<file path="src/rtl/bitwise_pkg.sv">
// Shared encodings for the bitwise reduction unit: operator select and FSM states.
package bitwise_pkg;

    typedef enum logic [1:0] {
        OP_AND  = 2'b00,
        OP_OR   = 2'b01,
        OP_XOR  = 2'b10,
        OP_NAND = 2'b11
    } op_e;

    typedef enum logic [1:0] {
        IDLE  = 2'b00,
        ACCUM = 2'b01,
        HOLD  = 2'b10
    } state_e;

endpackage

</file>
<file path="src/rtl/bitwise_op_alu.sv">
// Combinational two-operand bitwise operator; NAND folds as AND, the parent applies the final inversion.
module bitwise_op_alu
    import bitwise_pkg::*;
#(
    parameter int WIDTH = 8
) (
    input  logic [WIDTH-1:0] a,
    input  logic [WIDTH-1:0] b,
    input  op_e              op,
    output logic [WIDTH-1:0] y
);

    always_comb begin
        y = a & b;
        case (op)
            OP_OR:   y = a | b;
            OP_XOR:  y = a ^ b;
            default: y = a & b;
        endcase
    end

endmodule

</file>
<file path="src/rtl/bitwise_reduce_unit.sv">
// Folds a framed valid/ready stream into one registered result per frame, with beat count and overflow.
module bitwise_reduce_unit
    import bitwise_pkg::*;
#(
    parameter int WIDTH   = 8,
    parameter int MAX_LEN = 16,
    parameter int LEN_W   = $clog2(MAX_LEN + 1)
) (
    input  logic             clk,
    input  logic             rst_n,
    input  logic [1:0]       op,
    input  logic             in_valid,
    output logic             in_ready,
    input  logic [WIDTH-1:0] in_data,
    input  logic             in_last,
    output logic             out_valid,
    input  logic             out_ready,
    output logic [WIDTH-1:0] out_data,
    output logic [LEN_W-1:0] out_count,
    output logic             out_overflow
);

    state_e           state_q, state_d;
    op_e              op_q, op_eff;
    logic [WIDTH-1:0] acc_q, acc_d, alu_y;
    logic [LEN_W-1:0] count_q, count_d;
    logic             ovf_q, ovf_d;
    logic             take, done;

    function automatic logic [LEN_W-1:0] sat_inc(input logic [LEN_W-1:0] c);
        if (c == LEN_W'(MAX_LEN)) return c;
        return c + LEN_W'(1);
    endfunction

    assign in_ready  = (state_q != HOLD);
    assign out_valid = (state_q == HOLD);
    assign take      = in_valid && in_ready;
    assign done      = out_valid && out_ready;
    // The first beat of a frame uses the live op; later beats use the latched one.
    assign op_eff    = (state_q == IDLE) ? op_e'(op) : op_q;

    bitwise_op_alu #(.WIDTH(WIDTH)) u_alu (
        .a  (acc_q),
        .b  (in_data),
        .op (op_q),
        .y  (alu_y)
    );

    always_comb begin
        acc_d   = alu_y;
        count_d = sat_inc(count_q);
        ovf_d   = ovf_q;
        if (state_q == IDLE) begin
            acc_d   = in_data;
            count_d = LEN_W'(1);
            ovf_d   = 1'b0;
        end else if (count_q == LEN_W'(MAX_LEN)) begin
            ovf_d = 1'b1;
        end
    end

    always_comb begin
        state_d = state_q;
        case (state_q)
            IDLE:    if (take) state_d = in_last ? HOLD : ACCUM;
            ACCUM:   if (take && in_last) state_d = HOLD;
            HOLD:    if (out_ready) state_d = IDLE;
            default: state_d = IDLE;
        endcase
    end

    always_ff @(posedge clk or negedge rst_n) begin
        if (!rst_n) begin
            state_q      <= IDLE;
            op_q         <= OP_AND;
            acc_q        <= '0;
            count_q      <= '0;
            ovf_q        <= 1'b0;
            out_data     <= '0;
            out_count    <= '0;
            out_overflow <= 1'b0;
        end else begin
            state_q <= state_d;
            if (take) begin
                acc_q   <= acc_d;
                count_q <= count_d;
                ovf_q   <= ovf_d;
                if (state_q == IDLE) op_q <= op_e'(op);
                if (in_last) begin
                    out_data     <= (op_eff == OP_NAND) ? ~acc_d : acc_d;
                    out_count    <= count_d;
                    out_overflow <= ovf_d;
                end
            end
            if (done) begin
                acc_q   <= '0;
                count_q <= '0;
                ovf_q   <= 1'b0;
            end
        end
    end

endmodule

</file>
<file path="config.mk">
export PLATFORM = sky130hd
export DESIGN_NAME = bitwise_reduce_unit
export DESIGN_NICKNAME = d
export VERILOG_FILES = /design/src/rtl/bitwise_pkg.sv /design/src/rtl/bitwise_op_alu.sv /design/src/rtl/bitwise_reduce_unit.sv
export SDC_FILE = /design/constraint.sdc
export NUM_CORES = 1
export LEC_CHECK = 0
export CORE_ASPECT_RATIO = 1.5
export CORE_MARGIN = 8
export CORE_UTILIZATION = 35
export CTS_CLUSTER_SIZE = 12
export DETAILED_ROUTE_END_ITERATION = 10
export GPL_ROUTABILITY_DRIVEN = 0
export PLACE_DENSITY = 0.54
export SETUP_SLACK_MARGIN = 0.05
export SKIP_CTS_REPAIR_TIMING = 1
export SYNTH_ARGS = -nofsm -noshare
export SYNTH_HDL_FRONTEND = slang
export SYNTH_HIERARCHICAL = 1
export SYNTH_SLANG_ARGS = --single-unit
</file>
<file path="constraint.sdc">
create_clock -name clk -period 2.8 [get_ports clk]
set_input_delay 0.56 -clock clk [delete_from_list [all_inputs] [get_ports clk]]
set_output_delay 0.56 -clock clk [all_outputs]
set_load 0.03 [all_outputs]
</file>
==> flow_summary.yaml <==
status:
  outcome: "completed"
critical_path:
  endpoint_kind: "output pin"
  worstPathArrival_ns: 1.79
  cp_max_fo: 8
  r2r_cells: 7
  endpoint: "out_valid"
  required_ns: 2.24
  cp_top_family: "buffers and inverters"
  critPathKind: "reg -> out"
  crit_start: "state_q[0]"
  slowest_delay_ns: 0.67
  crit_path_start_kind: "flop"
  cp_num_buf_inv: 2
  cp_cell_sequence: "nand2b_1 > inv_1 > clkdlybuf4s50_1"
  cpMaxStageDelayCell: "clkdlybuf4s50_1"
  rr_startpoint: "op_q[0]"
  r2r_end: "out_data[7]"
  critical_path_depth: 3
  r2r_setup_slack_ns: 0.94
cts:
  cts_sinks: 32
  h-tree-depth: 2
  clockBufferDepth: 2
  cts_tree: "yes"
  numCtsBuffers: 5
  root_buffer: "clkbuf_8"
  clk_pin_slew_ns: 0.07
  insertion_delay_ns: 0.29
cells_and_area:
  drive_gt1_share_pct: 7.115
  final_net_count: 287
  areaGrowthSynthToFinish_pct: 23.93
  layout_common_cells: "nand2_1 (37), dfrtp_1 (32), clkdlybuf4s50_1 (30)"
  final_common_cell: "nand2_1"
  diodes: 0
  fillerInstances: 565
routing:
  firstDrtPassIters: 4
  drc: 0
  ant_nets: 0
  wire_per_inst_um: 13.06
  dr_total_vias: 1534
  drt_iter0_drc: 39
  finalWirelength_um: 4218
  via_per_inst: 4.749
floorplanning:
  core_um2: 5492
  die_x_um: 77.68
  die_area_um2: 8429
  num_io_pins: 31
  dieHeight_um: 108.5
  rows: 33
  start_util_pct: 36.36
sta:
  skew_ns: 0.006919
  min_period_ns: 2.354
  fin_tns_setup_ns: 0
  max_slew_margin_pct: 70.45
  hold_viol_final: 0
  setup_viol: 0
  slew_viol_final: 0
  tightestPinTransition_ns: 0.4346
  rsz0062_at_grt: "false"
  fin_crit_sh_pct: 84.08
  max_freq_ghz: 0.4248
  hold_ws_ns: 0.4776
min_path:
  min_path_cells: 2
  hp-class: "reg -> reg"
placed_design:
  io_buffers: 30
  dp_hpwl_um: 3164
yosys:
  seq_area_frac_synth_pct: 40.10
  yosys_warnings: 6
  synth_area_um2: 1997
  ys_seq_elements: 32
  syn_area_per_cell_um2: 9.077
  synth_fp_nets: 255
  synth_cells: 220
  synth.distinct_cells: 33
grt:
  grt_pass1_vias: 1525
  grt_start_max_net_pins: 33
  antenna_found_initial: 0
  grt_first_pass_wirelength_um: 7058
  grt_use_total_pct: 10.62
  grt-ovfl-total: 0
pwr:
  power.leakage_uw: 0.001158
  ir_worst_vdd_mv: 0.3057
  power_density_nw_per_um2: 874.3
run:
  cap_violations: 0
==> where the power goes <==
part | switching, uW | total (uW) | leakage (uW) | internal (uW)
logic | 582 | 1010 | 0.000695 | 429
clock network | 182 | 446 | 0.0000541 | 263
registers | 104 | 708 | 0.000409 | 603
==> metal layers <==
layer  global-route usage (%)  part of all wire [%]
met5                        0                     0
met4                    5.149                   2.1
met3                    2.907                   4.1
met2                    17.56                    47
met1                    12.38                    47
==> synthesized netlist by cell type, drive strengths merged <==
library cell  count  area share [%]
xnor2             2            0.88
nand2            37             7.0
o2bb2ai           1            0.44
nand3             5             1.5
dfrtp            32              40
a21o              1            0.38
o211ai            1            0.38
mux2              2             1.1
nor2              6             1.1
inv              23             4.3
a31oi             9             2.8
a211oi            1            0.38
mux2i             9             4.7
o31ai             3             1.1
xor2             10             4.4
nand2b           10             3.1
clkbuf            3            0.63
buf               6             1.9
or2               1            0.31
o21ai            24             6.6
ha               20              13
o21bai            1            0.38
o22ai             2            0.63
nor2b             8             2.5
a21oi             3            0.75
==> registers in the layout (all words and copies together), names as in the netlist <==
| name | count |
|---|---|
| acc_q | 8 |
| count_q | 5 |
| op_q | 2 |
| out_count | 5 |
| out_data | 8 |
| out_overflow | 1 |
| ovf_q | 1 |
| state_q | 2 |
==> metrics by stage <==
step | area [um^2] | utilization, % | total power [uW] | setup slack, ns | std cells
after floorplan | 1997 | - | 1399 | 1.240 | 220
after global placement | 2364 | 43.04 | 1725 | 0.5972 | 315
after detailed placement | 2364 | 43.04 | 1742 | 0.5903 | 315
after CTS | 2475 | 45.07 | 2192 | 0.4270 | 323
after global routing | 2475 | 45.07 | 2338 | 0.3538 | 323
final | 2475 | 45.07 | 2164 | 0.4459 | 323
==> cell type report <==
class / count / area [um^2] / area share [%]
Inverter: 23 / 86.33 / 3.488
Sequential cell: 32 / 800.8 / 32.36
Clock inverter: 3 / 42.54 / 1.719
Tap cell: 70 / 87.58 / 3.539
Multi-Input combinational cell: 156 / 1059 / 42.77
Clock buffer: 5 / 68.82 / 2.781
Timing Repair Buffer: 34 / 330.3 / 13.35
==> worst min-delay path by stage <==
| stage | startpoint | end | slack (ns) |
|---|---|---|---|
| after global placement | out_count[2] | out_count[2] | 0.46 |
| after global routing | out_count[1] | out_count[1] | 0.50 |
| after floorplan | rst_n | acc_q[0] | 0.26 |
| final | out_count[2] | out_count[2] | 0.48 |
| after CTS | out_count[3] | out_count[3] | 0.49 |
| after detailed placement | out_count[3] | out_count[3] | 0.47 |
==> worst min-delay path, cell delays in order, from the launching register on <==
cell     delay, ns
dfrtp_1       0.34
nand2_1       0.05
o31ai_1       0.05
==> cell families after synthesis <==
family	share of synthesized area, %
AO/OA/AOI/OAI	13.85
multiplexers	5.827
flip-flops	40.10
adder cells (fa/ha/maj)	12.53
XOR/XNOR	5.263
AND/OR/NAND/NOR	15.54
buffers and inverters	6.892
(Power assumes the default switching activity.)
